File: config.mk
export PLATFORM = sky130hd
export DESIGN_NAME = fold_sequencer
export DESIGN_NICKNAME = d
export VERILOG_FILES = /design/src/rtl/fold_sequencer.sv
export SDC_FILE = /design/constraint.sdc
export NUM_CORES = 1
export LEC_CHECK = 0
export ABC_CLOCK_PERIOD_IN_PS = 4250
export CAP_MARGIN = 10
export CORE_MARGIN = 3
export CORE_UTILIZATION = 54
export CTS_BUF_LIST = sky130_fd_sc_hd__clkbuf_2
export DETAILED_ROUTE_END_ITERATION = 7
export GPL_ROUTABILITY_DRIVEN = 0
export PLACE_DENSITY = 0.83
export SYNTH_ARGS = -nofsm -noshare
export SYNTH_HDL_FRONTEND = slang
export SYNTH_SLANG_ARGS = --single-unit
File: constraint.sdc
create_clock -name clk -period 4.25 [get_ports clk]
set_input_delay 1.0625 -clock clk [delete_from_list [all_inputs] [get_ports clk]]
set_output_delay 1.0625 -clock clk [all_outputs]
set_load 0.05 [all_outputs]
File: src/rtl/fold_sequencer.sv
// Profile RAM sequencer for one fold run: CLEAR all bins, FOLD (+1 per accepted bin via 2-cycle RMW), SCAN out.
// Bin requests that find the FIFO full are dropped and counted; optional FOLD_SAT_EN saturates bin counts.
module fold_sequencer #(
  parameter int NBINS = 1024,
  parameter int AW    = 10,
  parameter int DW    = 32,
  parameter int FDEP  = 4
) (
  input  logic          clk,
  input  logic          rst,
  input  logic          start,
  input  logic          abort,
  input  logic [31:0]   fold_count,
  input  logic          bin_valid,
  input  logic [AW-1:0] bin_index,
  output logic          busy,
  output logic          done,
  output logic          mem_en,
  output logic          mem_we,
  output logic [AW-1:0] mem_addr,
  output logic [DW-1:0] mem_wdata,
  input  logic [DW-1:0] mem_rdata,
  output logic          scan_valid,
  output logic [AW-1:0] scan_index,
  output logic [DW-1:0] scan_value,
  output logic          scan_last,
  output logic [15:0]   drop_cnt
);

  typedef enum logic [2:0] {S_IDLE, S_CLEAR, S_FOLD, S_SCAN, S_DONE} state_t;

  localparam logic [AW-1:0] LAST_ADDR = AW'(NBINS - 1);

  state_t        state_q, state_d;
  logic [AW-1:0] addr_q, addr_d;
  logic [AW-1:0] rmw_addr_q, rmw_addr_d;
  logic [AW-1:0] scan_idx_q, scan_idx_d;
  logic [31:0]   fold_cnt_q, fold_cnt_d;
  logic [31:0]   acc_cnt_q, acc_cnt_d;
  logic [15:0]   drop_cnt_q, drop_cnt_d;
  logic          rmw_q, rmw_d;
  logic          scan_vld_q, scan_vld_d;
  logic          scan_last_q, scan_last_d;

  logic          fifo_push_vld, fifo_pop_rdy, fifo_flush;
  logic          fifo_empty, fifo_full;
  logic [AW-1:0] fifo_dat;
  logic [DW-1:0] incr_dat;

  fold_fifo #(.W(AW), .DEPTH(FDEP)) u_fifo (
    .clk      (clk),
    .rst      (rst),
    .flush    (fifo_flush),
    .push_vld (fifo_push_vld),
    .push_dat (bin_index),
    .pop_rdy  (fifo_pop_rdy),
    .pop_dat  (fifo_dat),
    .empty    (fifo_empty),
    .full     (fifo_full)
  );

  always_comb begin
`ifdef FOLD_SAT_EN
    incr_dat = (&mem_rdata) ? mem_rdata : mem_rdata + DW'(1);
`else
    incr_dat = mem_rdata + DW'(1);
`endif
  end

  always_comb begin
    state_d       = state_q;
    addr_d        = addr_q;
    rmw_addr_d    = rmw_addr_q;
    fold_cnt_d    = fold_cnt_q;
    acc_cnt_d     = acc_cnt_q;
    drop_cnt_d    = drop_cnt_q;
    rmw_d         = 1'b0;
    scan_vld_d    = 1'b0;
    scan_idx_d    = '0;
    scan_last_d   = 1'b0;
    mem_en        = 1'b0;
    mem_we        = 1'b0;
    mem_addr      = '0;
    mem_wdata     = '0;
    fifo_push_vld = 1'b0;
    fifo_pop_rdy  = 1'b0;
    fifo_flush    = 1'b0;

    case (state_q)
      S_IDLE: begin
        if (start) begin
          state_d    = S_CLEAR;
          fold_cnt_d = fold_count;
          acc_cnt_d  = '0;
          drop_cnt_d = '0;
          addr_d     = '0;
        end
      end
      S_CLEAR: begin
        mem_en   = 1'b1;
        mem_we   = 1'b1;
        mem_addr = addr_q;
        addr_d   = addr_q + AW'(1);
        if (addr_q == LAST_ADDR) begin
          state_d = (fold_cnt_q == '0) ? S_SCAN : S_FOLD;
        end
      end
      S_FOLD: begin
        if (bin_valid && (acc_cnt_q < fold_cnt_q)) begin
          if (fifo_full) begin
            if (drop_cnt_q != 16'hFFFF) drop_cnt_d = drop_cnt_q + 16'd1;
          end else begin
            fifo_push_vld = 1'b1;
            acc_cnt_d     = acc_cnt_q + 32'd1;
          end
        end
        // Write phase blocks the next pop, so a repeated bin always reads the updated count.
        if (rmw_q) begin
          mem_en    = 1'b1;
          mem_we    = 1'b1;
          mem_addr  = rmw_addr_q;
          mem_wdata = incr_dat;
        end else if (!fifo_empty) begin
          fifo_pop_rdy = 1'b1;
          mem_en       = 1'b1;
          mem_addr     = fifo_dat;
          rmw_d        = 1'b1;
          rmw_addr_d   = fifo_dat;
        end
        if ((acc_cnt_q == fold_cnt_q) && fifo_empty && !rmw_q) begin
          state_d = S_SCAN;
          addr_d  = '0;
        end
      end
      S_SCAN: begin
        if (scan_vld_q && scan_last_q) begin
          state_d = S_DONE;
        end else begin
          mem_en      = 1'b1;
          mem_addr    = addr_q;
          addr_d      = addr_q + AW'(1);
          scan_vld_d  = 1'b1;
          scan_idx_d  = addr_q;
          scan_last_d = (addr_q == LAST_ADDR);
        end
      end
      S_DONE: begin
        state_d = S_IDLE;
      end
      default: begin
        state_d = S_IDLE;
      end
    endcase

    // Abort wins over everything, including a start seen in IDLE and a write due this cycle.
    if (abort) begin
      state_d       = S_IDLE;
      addr_d        = '0;
      fold_cnt_d    = fold_cnt_q;
      acc_cnt_d     = acc_cnt_q;
      drop_cnt_d    = drop_cnt_q;
      rmw_d         = 1'b0;
      scan_vld_d    = 1'b0;
      scan_idx_d    = '0;
      scan_last_d   = 1'b0;
      mem_en        = 1'b0;
      mem_we        = 1'b0;
      mem_addr      = '0;
      mem_wdata     = '0;
      fifo_push_vld = 1'b0;
      fifo_pop_rdy  = 1'b0;
      fifo_flush    = 1'b1;
    end
  end

  always_ff @(posedge clk or negedge rst) begin
    if (!rst) begin
      state_q     <= S_IDLE;
      addr_q      <= '0;
      rmw_addr_q  <= '0;
      fold_cnt_q  <= '0;
      acc_cnt_q   <= '0;
      drop_cnt_q  <= '0;
      rmw_q       <= 1'b0;
      scan_vld_q  <= 1'b0;
      scan_idx_q  <= '0;
      scan_last_q <= 1'b0;
    end else begin
      state_q     <= state_d;
      addr_q      <= addr_d;
      rmw_addr_q  <= rmw_addr_d;
      fold_cnt_q  <= fold_cnt_d;
      acc_cnt_q   <= acc_cnt_d;
      drop_cnt_q  <= drop_cnt_d;
      rmw_q       <= rmw_d;
      scan_vld_q  <= scan_vld_d;
      scan_idx_q  <= scan_idx_d;
      scan_last_q <= scan_last_d;
    end
  end

  assign busy       = (state_q != S_IDLE);
  assign done       = (state_q == S_DONE);
  assign scan_valid = scan_vld_q;
  assign scan_index = scan_idx_q;
  assign scan_last  = scan_last_q;
  assign scan_value = scan_vld_q ? mem_rdata : '0;
  assign drop_cnt   = drop_cnt_q;

endmodule

// Bin request FIFO: registered storage, pop data visible combinationally, no same-cycle bypass.
module fold_fifo #(
  parameter int W     = 10,
  parameter int DEPTH = 4
) (
  input  logic         clk,
  input  logic         rst,
  input  logic         flush,
  input  logic         push_vld,
  input  logic [W-1:0] push_dat,
  input  logic         pop_rdy,
  output logic [W-1:0] pop_dat,
  output logic         empty,
  output logic         full
);

  localparam int PW = (DEPTH > 1) ? $clog2(DEPTH) : 1;

  logic [W-1:0]  mem_q [DEPTH];
  logic [W-1:0]  mem_d [DEPTH];
  logic [PW-1:0] wr_q, wr_d, rd_q, rd_d;
  logic [PW:0]   cnt_q, cnt_d;
  logic          do_push, do_pop;

  assign full    = (cnt_q == (PW+1)'(DEPTH));
  assign empty   = (cnt_q == '0);
  assign pop_dat = mem_q[rd_q];
  assign do_push = push_vld && !full;
  assign do_pop  = pop_rdy && !empty;

  always_comb begin
    mem_d = mem_q;
    wr_d  = wr_q;
    rd_d  = rd_q;
    if (do_push) begin
      mem_d[wr_q] = push_dat;
      wr_d        = wr_q + PW'(1);
    end
    if (do_pop) rd_d = rd_q + PW'(1);
    cnt_d = cnt_q + (PW+1)'(do_push) - (PW+1)'(do_pop);
    if (flush) begin
      wr_d  = '0;
      rd_d  = '0;
      cnt_d = '0;
    end
  end

  always_ff @(posedge clk or negedge rst) begin
    if (!rst) begin
      for (int i = 0; i < DEPTH; i++) mem_q[i] <= '0;
      wr_q  <= '0;
      rd_q  <= '0;
      cnt_q <= '0;
    end else begin
      mem_q <= mem_d;
      wr_q  <= wr_d;
      rd_q  <= rd_d;
      cnt_q <= cnt_d;
    end
  end

endmodule

==> Word-level counts from Yosys, hierarchy flattened <==
Index checks and enable logic that the tools add are counted.
{ "classes": {"n_addsub": 8, "order_cmp": 4, "n_eq_ne": 18, "mux": 64, "n_bitwise": 5, "n_reduce_logical": 24} }
{ "op_table": {"columns": ["cell", "n"], "rows": [
  ["two-way mux 32 bit", 7],
  ["two-way mux 10 bit", 13],
  ["adder 32 x 1 -> 32 bit, second input constant", 2],
  ["two-way mux 16 bit", 4],
  ["one-hot mux 32 bit (2 select lines)", 1],
  ["bitwise mux 40 bit", 1],
  ["one-hot mux 10 bit (4 select lines)", 1],
  ["equality test 32 bit", 1],
  ["logical NOT 32 bit", 1],
  ["less-than comparator 32 bit", 1],
  ["one-hot mux 16 bit (2 select lines)", 1],
  ["one-hot mux 10 bit (3 select lines)", 1],
  ["binary-select mux 10 bit (select 2 bit)", 1],
  ["demux 10 bit (select 2 bit)", 1],
  ["two-way mux 1 bit", 20],
  ["two-way mux 3 bit", 6],
  ["adder 16 x 1 -> 16 bit, second input constant", 1],
  ["!= test 16 bit, second input constant", 1],
  ["!= test 3 bit, second input constant", 5],
  ["one-hot mux 3 bit (4 select lines)", 1],
  ["adder 10 x 1 -> 10 bit, second input constant", 1],
  ["equality test 10 bit, second input constant", 1],
  ["two-way mux 2 bit", 4],
  ["!= test 2 bit, second input constant", 4],
  ["other kinds (23)", 43]
]} }
{ "totals": {"register_bits": 163, "input_bits": 79, "out_inout_bits": 106, "elab_cells": 140} }

==> Depth between registers and ports, before layout <==
Gate-level depths: netlist (run 1).
{ "logic_depth": {"depth_word": 9, "ltp_mapped": 14, "depth_no_buf": 13} }

==> Cells and area by module <==
From an unflattened synthesis (run 1), not the netlist that was laid out.
{ "unflattened": {"cells_unflattened": 1029, "hier_area_um2": 9680.5} }
{ "modules_own_cells": {"columns": ["module", "n_inst", "cells_each", "area_each_um2", "seq_area_each_um2"], "rows": [
  ["fold_sequencer", 1, 885, 7298.2, 2902.8],
  ["fold_fifo", 1, 144, 2382.3, 1176.1]
]} }

==> Worst setup path after synthesis (run 1) <==
OpenSTA, ideal clock, no wires.
{ "synth_timing": {"path_kind": "input to output", "start": "in mem_rdata[0]", "end": "out mem_wdata[26]", "t_arrival_ns": 3.530, "required_ns": 3.188, "setup_slack_ns": -0.342, "cell_stages": 8, "n_path_buf": 0, "cell_sequence": "ha_1 -> and4_1 -> and3_1 -> nand4_1 -> nor3_1 -> nand2_1 -> or3_1 -> a21oi_1"} }
{ "synth_between": {"elab_chain_cells": 4} }
{ "synth_rtl": {"columns": ["item", "line_no", "source"], "rows": [
  ["from (decl)", "22", "input logic [DW-1:0] mem_rdata,"],
  ["adder 32 x 1 -> 32 bit", "66", "incr_dat = mem_rdata + DW'(1);"],
  ["two-way mux 32 bit", "118", "if (rmw_q) begin"],
  ["two-way mux 32 bit", "89", "case (state_q)"],
  ["two-way mux 32 bit", "156", "if (abort) begin"],
  ["to (decl)", "21", "output logic [DW-1:0] mem_wdata,"]
]} }
Every way passes these cells.

==> Final worst setup path (run 1) <==
{ "layout_timing": {"start": "in mem_rdata[0]", "end": "out mem_wdata[28]"} }
Same word-level chain as after synthesis.

==> out/results.txt, run 1 <==
The run finished, with violations left. The final reports fail on negative setup slack. Prior to clock tree synthesis, the placed netlist has a worst setup slack of -0.377 ns.

For this design the ratio of total power to cell area is 353 nW/um^2. TritonCTS built the clock tree. The tool flagged a number of max-cap violations equal to 0.

The routed layout has 8597 vias. Entering global routing, the biggest net connects 100 pins. Counting every instance in the synthesized netlist gives 1016. The total of buffers placed on input and output ports was 184. The total routing usage reported by global routing was 27.0%; the final routed wirelength across all metal layers was 26200 um. CTS placed an instance of sky130_fd_sc_hd__clkbuf_2 at the clock tree root. For the yosys synthesis warning count, the log shows 0.

The number of register bits inferred by synthesis is 163, and the standard cell core area is 16800 um^2. At the pin with the least slew margin, the transition time is 0.910 ns. The routed length per placed instance was 18.2 um.

The share of the Yosys chip area taken by registers is 43.2%. The final critical path takes up 100% of the cycle. The tools report the type of origin of the critical path as a primary input. The die extent in x is 138 um, and the remaining routing DRC violations is 0. Hold is met by 0.375 ns.

In the synthesized netlist the dominant register cell turns out to be sky130_fd_sc_hd__dfrtp_1. Leaving out fill and tap cells, the most frequent cells in the layout are sky130_fd_sc_hd__dfrtp_1, sky130_fd_sc_hd__clkdlybuf4s50_1, sky130_fd_sc_hd__nand2_1. Clock skew on the completed layout was measured at 0.0324 ns. TritonCTS created 17 clock buffers. The first TritonRoute pass finished after 5 iterations.

Summed over all cells, the static leakage comes to 5.28 nW. The netlist uses 55 different library cells. Chip height: 138 um.

The worst-case IR drop observed on VDD is 0.236 mV. Counting cells, the worst reg-to-reg path comes to 8. For the number of rows in the core area, the log shows 47.

The run gives 0 as the final number of hold-violating endpoints. The count of nets left with antenna violations once routing finished came out at 0. Synthesis produced a netlist with a net count of 1138. Ranked by total cell area, the synthesized netlist is headed by sky130_fd_sc_hd__dfrtp_1, sky130_fd_sc_hd__ha_1, sky130_fd_sc_hd__nand2_1.

The first global-routing pass estimated 42900 um of wire. Derived from the worst setup path, the maximum achievable clock frequency is 0.234 GHz. The run gives 4 as the maximum level of the CTS H-tree.

Dividing the detail-routed via count by the number of cells gives 5.98. The initial antenna violation count was 2; the number of DRC violations after detailed-routing iteration 0 was 646. The start-to-end type of the worst setup path is primary input to primary output.

The run gives 1325 as the number of nets in the final layout. The via count of the first global-routing pass came out at 8230. The most common library cell in the layout ignoring fill and taps was sky130_fd_sc_hd__dfrtp_1. The top-level I/O count came out at 185. The biggest area contributor in the post-synthesis netlist is sky130_fd_sc_hd__dfrtp_1. The area growth from synthesis to layout is 28.8%. Summing every instance area after synthesis gives 9430 um^2.

Of all nets on the critical path, the largest fanout is 3. The kind of end point of the critical path is a primary output. After clock tree synthesis, the clock-pin slew on the worst setup and hold paths is 0.25 ns. The area of the die came out at 19100 um^2.

The final critical-path setup slack came out at -0.0157 ns. After synthesis, the share of flip-flops with an asynchronous set or reset is 100%. The worst-skew pair later-pin latency came out at 0.75 ns. The proportion of netlist area held by the largest area contributor works out to 43.2%. The clock passes through at most 2 buffers. The worst slew margin relative to its limit was 39.3%; the number of setup violations in the final report was 1.

The hold buffer count at CTS is 0, and the critical path data arrival time is 3.20 ns. The initial utilization of the core area, before any placement, comes to 56.1%. Setup repair after global routing could not meet its margin everywhere. For the TritonCTS sink count, the log shows 163. Post-synthesis area per instance: 9.28 um^2. Counting flops with a built-in enable in the synthesized netlist gives 0. The proportion of layout cells with a drive suffix above 1 came out at 16.5%. Global routing finished with a remaining overflow of 0. The count of final max-slew check failures was 0. Subtracting the final worst setup slack from the clock period gives 4.27 ns. Data on the critical path is required at its endpoint by 3.19 ns. The tightest min-delay check is of the primary input to asynchronous set/reset pin type. The tools report the post-detailed-placement half-perimeter wirelength as 19400 um.
## per-stage QoR
step	instance area (um^2)	std cells	utilization (%)	setup TNS [ns]	power [mW]
finish	12200	1438	72.2	-0.0157	4.29
global route	12200	1438	72.2	-0.107	4.57
CTS	12100	1434	72.0	0	4.29
detailed placement	11800	1400	70.3	-2.30	3.53
global placement	11800	1400	70.3	-1.86	3.46
floorplan	9450	1016	-	0	2.97
## cell usage after synthesis, drive strengths merged, types with 2 or more instances
library cell  number
o21ai             78
a21o               3
nor4              12
nor3               9
o31ai             26
ha                42
nor2              56
or2                4
nand4             21
a21oi             67
or3b               2
inv               52
or3               18
a22oi             10
xnor2             15
or4b               2
o22a               3
a31oi              4
mux4              10
nor2b              5
mux2              41
and3              16
and3b              4
or4               27
and4              13
nand2b             8
nor3b              3
buf                9
dfrtp            163
and2              50
o31a               2
nand3             34
nand2            125
o211ai             7
clkbuf            46
xor2              14
o41ai              2
## report_power, final
| part | total, mW | switching, mW | internal (mW) |
|---|---|---|---|
| sequential | 2.03 | 0.206 | 1.82 |
| clock | 0.771 | 0.596 | 0.176 |
| combinational | 1.49 | 0.911 | 0.580 |
## worst max-delay path, cell delays in order
cell	delay (ns)
sky130_fd_sc_hd__clkdlybuf4s15_1	0.20
sky130_fd_sc_hd__ha_2	0.20
sky130_fd_sc_hd__and4_4	0.23
sky130_fd_sc_hd__and3_4	0.19
sky130_fd_sc_hd__nand4_1	0.12
sky130_fd_sc_hd__nor3_2	0.25
sky130_fd_sc_hd__buf_4	0.15
sky130_fd_sc_hd__buf_4	0.11
sky130_fd_sc_hd__and4_1	0.20
sky130_fd_sc_hd__xnor2_1	0.09
sky130_fd_sc_hd__nor2_1	0.19
sky130_fd_sc_hd__clkbuf_16	0.20
## final cells by class
class / count / area (um^2)
flip-flops and latches: 163 / 4080
diodes: 2 / 5.00
well taps: 220 / 275
multi-input cells: 746 / 5030
clock buffers: 18 / 90.1
repair buffers: 223 / 2350
inverters: 52 / 195
clock inverters: 14 / 123
fillers: 1198 / 4670
## kinds of logic after synthesis
family	synth area share, %
XOR/XNOR	2.69
adder cells (fa/ha/maj)	5.78
AO/OA/AOI/OAI	13.5
buffers and inverters	4.51
flip-flops	43.2
AND/OR/NAND/NOR	22.9
multiplexers	7.39
## path summary, 6_finish.rpt
kind                                from          endpoint  slack [ns]
min in group clk           rmw_addr_q[4]     rmw_addr_q[4]        0.53
hold / removal                       rst    fold_cnt_q[18]        0.37
setup / recovery            mem_rdata[0]     mem_wdata[28]       -0.02
hold reg to reg            rmw_addr_q[4]     rmw_addr_q[4]        0.53
setup reg to reg            acc_cnt_q[7]  u_fifo.mem_q[35]        0.93
max in group asynchronous            rst  u_fifo.mem_q[28]        3.01
## layer usage
metal	global-route usage (%)	wire length [um]	up-vias
met2	46.3	13300	337
met4	6.86	489	0
met3	5.42	1570	42
met5	0	0	-
met1	35.5	10900	4213
li1	-	-	4005
## repair_timing
action / CTS / global route
gates resized for setup: 27 / 8
setup buffers: 2 / 2
endpoints found under the setup margin: 26 / 43
pin swaps: 16 / 4
## sequential cells by signal (all words and copies together), names as in the netlist
| name | cells |
|---|---|
| rmw_q | 1 |
| scan_index | 10 |
| u_fifo.mem_q | 40 |
| fold_cnt_q | 32 |
| u_fifo.wr_q | 2 |
| rmw_addr_q | 10 |
| acc_cnt_q | 32 |
| scan_valid | 1 |
| u_fifo.rd_q | 2 |
| addr_q | 10 |
| scan_last | 1 |
| drop_cnt | 16 |
| state_q | 3 |
| u_fifo.cnt_q | 3 |
No activity file was read; power rests on OpenSTA's default activity.
==> run 2: changes to the inputs <==
Settings changed: RECOVER_POWER from default to 25, TNS_END_PERCENT from default to 50.
==> run 2 against run 1 <==
Compared with the run above: the run ends with max-capacitance violations, max-slew violations left; global-route usage is 0.53 points lower; final area is 0.34% lower; hold slack better by 0.13 ns; die area stayed put; critical path depth is 3 lower; total power hardly changed; critical path type unchanged.
==> out/results.txt, run 2 (synthesis results as in run 1) <==
The run finished, with violations left. The final reports fail on max-capacitance violations, max-slew violations. The number of nets in the final layout was 1325. The chip height came out at 138 um. For this run, design rule violations remaining after detail routing come to 0. Overall power consumption after layout is estimated at 4.29 mW. For the final number of hold-violating endpoints, the log shows 0.

Global-route track usage on met2: 44.8%. In the routed layout, each cell is associated on average with a via count of 5.85. The portion of total power attributed to combinational logic came out at 34.4%. The layer flagged by global routing as most heavily used is met2. Setup repair after global routing could not meet its margin everywhere. The largest registers in the layout are u_fifo.mem_q (40), acc_cnt_q (32), fold_cnt_q (32).

The transition time of the tightest slew-check pin is 1.97 ns. The tools report the source of the worst register-to-register timing path as acc_cnt_q[7]. The run gives 25400 um as the final routed wirelength across all metal layers. Relative to the synthesized area, the layout overhead comes to 28.4%. The region available for standard cell placement spans 16800 um^2. For the worst slew margin relative to its limit, the log shows -31.2%. Summed over all nets, the switching power comes to 1.62 mW.

The tools report the top-level I/O count as 185. The static leakage is 5.27 nW. The clock period could shrink to 4.17 ns.

The library cell used most frequently in the layout, excluding fill and tap cells, is sky130_fd_sc_hd__dfrtp_1. The ratio of total power to cell area is 354 nW/um^2. The first routing iteration left 596 violations.

The root buffer cell was sky130_fd_sc_hd__clkbuf_2. The register with the most flip-flops in the layout has 40 of them. For the hold buffer count at CTS, the log shows 0. The critical path is of the primary input to primary output type.

The largest fanout of any net on the critical path was 5. The worst-case IR drop observed on VDD is 0.220 mV. The min-delay analysis places its worst path in the category flip-flop to flip-flop. The first global-routing pass estimated 41700 um of wire.

Derived from the worst setup path, the maximum achievable clock frequency is 0.240 GHz. TritonCTS built the clock tree. Once the floorplan was initialized, standard cells occupied 56.1% of the core. Cells with a size suffix above 1 make up 16.1% of the layout. Timing analysis after detailed placement gives a worst setup slack of -0.360 ns.

The relative contribution of sequential cells to total power is 47.2%, and the part of the cycle the worst path needs is 98.2%. The met1 capacity usage during global routing is 34.8%, and the routed length per placed instance is 17.7 um. The die extent in x is 138 um, and the maximum level of the CTS H-tree is 4. The net switching fraction of the power works out to 37.8%. Summing over every cut layer, the via total after detailed routing is 8410.

The run gives 19100 um^2 as the area of the die. The max-capacitance violation count came out at 1. The detail route stage leaves a number of antenna-violating nets equal to 0.

The worst setup path is launched from a primary input. Initial antenna violation count: 1. Setup violations remaining at the end of the flow were counted as 0. Global routing used 4.80% of the available met3 tracks.

After clock tree synthesis, the clock-pin slew on the worst setup and hold paths is 0.20 ns. For the worst setup path, the data required time is 3.19 ns. No sink is reached through more buffers than the 2 on the longest clock path. In this run the core area contains 47 standard-cell rows.

For this run, the detailed router's first-pass iteration total came to 6. The run gives 26.5% as the total routing usage reported by global routing. The kind of end point of the critical path was a primary output. The run gives 83 as the maximum number of pins on one net before global-route repair. The internal power component was 2.67 mW.

Setup slack closes at 0.0774 ns. In this run the worst setup path begins at mem_rdata[2]. The clock reaches the later pin of the worst-skew pair after 0.73 ns.

Hold path startpoint: rmw_addr_q[1]. More flip-flops sit in one register than any other, and that register is u_fifo.mem_q. The via count of the first global-routing pass is 8171, and the TritonCTS sink count is 163.

For the count of final max-slew check failures, the log shows 83. The tools report the clock share of power as 18.4%. The total of buffers placed on input and output ports is 184, and the final worst clock skew is 0.0267 ns. The global-route congestion overflow total was 0. The top cell types in the final layout, fill and taps aside, are sky130_fd_sc_hd__dfrtp_1, sky130_fd_sc_hd__nand2_1, sky130_fd_sc_hd__clkdlybuf4s50_1. The run gives 19200 um as the post-detailed-placement half-perimeter wirelength. The tools report the critical path data arrival time as 3.11 ns.

Counting the buffers created by CTS gives 17.
## run 2: layer usage
metal	part of all wire (%)	up-vias	wire length, um
li1	-	3997	-
met1	44	4119	11100
met2	49	255	12500
met3	4.6	39	1180
met4	2.5	0	641
met5	0	-	0
## run 2: path summary, 6_finish.rpt
path                                          to  slack, ns  cells past startpoint
worst max-delay path               mem_wdata[15]       0.08                      9
worst min-delay path               rmw_addr_q[1]       0.51                      2
worst max register to register  u_fifo.mem_q[26]       0.77                      8
worst min register to register     rmw_addr_q[1]       0.51                      2
max in group asynchronous          scan_index[9]       1.19                      2
min in group asynchronous          acc_cnt_q[20]       0.85                      1
## run 2: timing repair
action / 4_1_cts / 5_1_grt
cloned: 0 / 0
setup buffers: 2 / 0
endpoints found under the hold margin: 0 / 0
gates resized for setup: 22 / 6
setup endpoints to repair: 25 / 30
pin swaps: 17 / 3
## run 2: layout make-up
cell class	instances	area (um^2)
Timing Repair Buffer	223	2330
Inverter	52	195
Tap cell	220	275
Antenna cell	1	2.50
Multi-Input combinational cell	746	5010
Sequential cell	163	4080
Clock buffer	21	105
Fill cell	1257	4710
Clock inverter	11	113
## run 2: power groups by stage
| stage | sequential, mW | combinational (mW) | clock [mW] |
|---|---|---|---|
| 2_1_floorplan | 2.03 | 0.939 | 0 |
| 3_3_place_gp | 2.04 | 1.43 | 0 |
| 3_5_place_dp | 2.05 | 1.47 | 0 |
| 4_1_cts | 2.02 | 1.48 | 0.810 |
| 5_1_grt | 2.06 | 1.63 | 0.866 |
| 6_report | 2.03 | 1.48 | 0.789 |
## run 2: metrics by stage
| stage | util [%] | cells | setup TNS [ns] | hold WS (ns) | cell area [um^2] |
|---|---|---|---|---|---|
| 2_1_floorplan | - | 1016 | -0.0561 | 0.445 | 9450 |
| 4_1_cts | 72.0 | 1436 | 0 | 0.325 | 12100 |
| 3_5_place_dp | 70.4 | 1402 | -2.08 | 0.463 | 11800 |
| 6_report | 72.0 | 1437 | 0 | 0.505 | 12100 |
| 5_1_grt | 72.0 | 1437 | -0.00435 | 0.535 | 12100 |
| 3_3_place_gp | 70.4 | 1402 | -2.23 | 0.458 | 11800 |
## run 2: critical path, stage by stage
cell and delay, ns:
sky130_fd_sc_hd__dlygate4sd2_1 0.25, sky130_fd_sc_hd__buf_6 0.14, sky130_fd_sc_hd__and4_4 0.25, sky130_fd_sc_hd__nand4_1 0.15
sky130_fd_sc_hd__buf_4 0.18, sky130_fd_sc_hd__or2_2 0.32, sky130_fd_sc_hd__or3_1 0.33, sky130_fd_sc_hd__a21oi_1 0.26
sky130_fd_sc_hd__buf_12 0.18
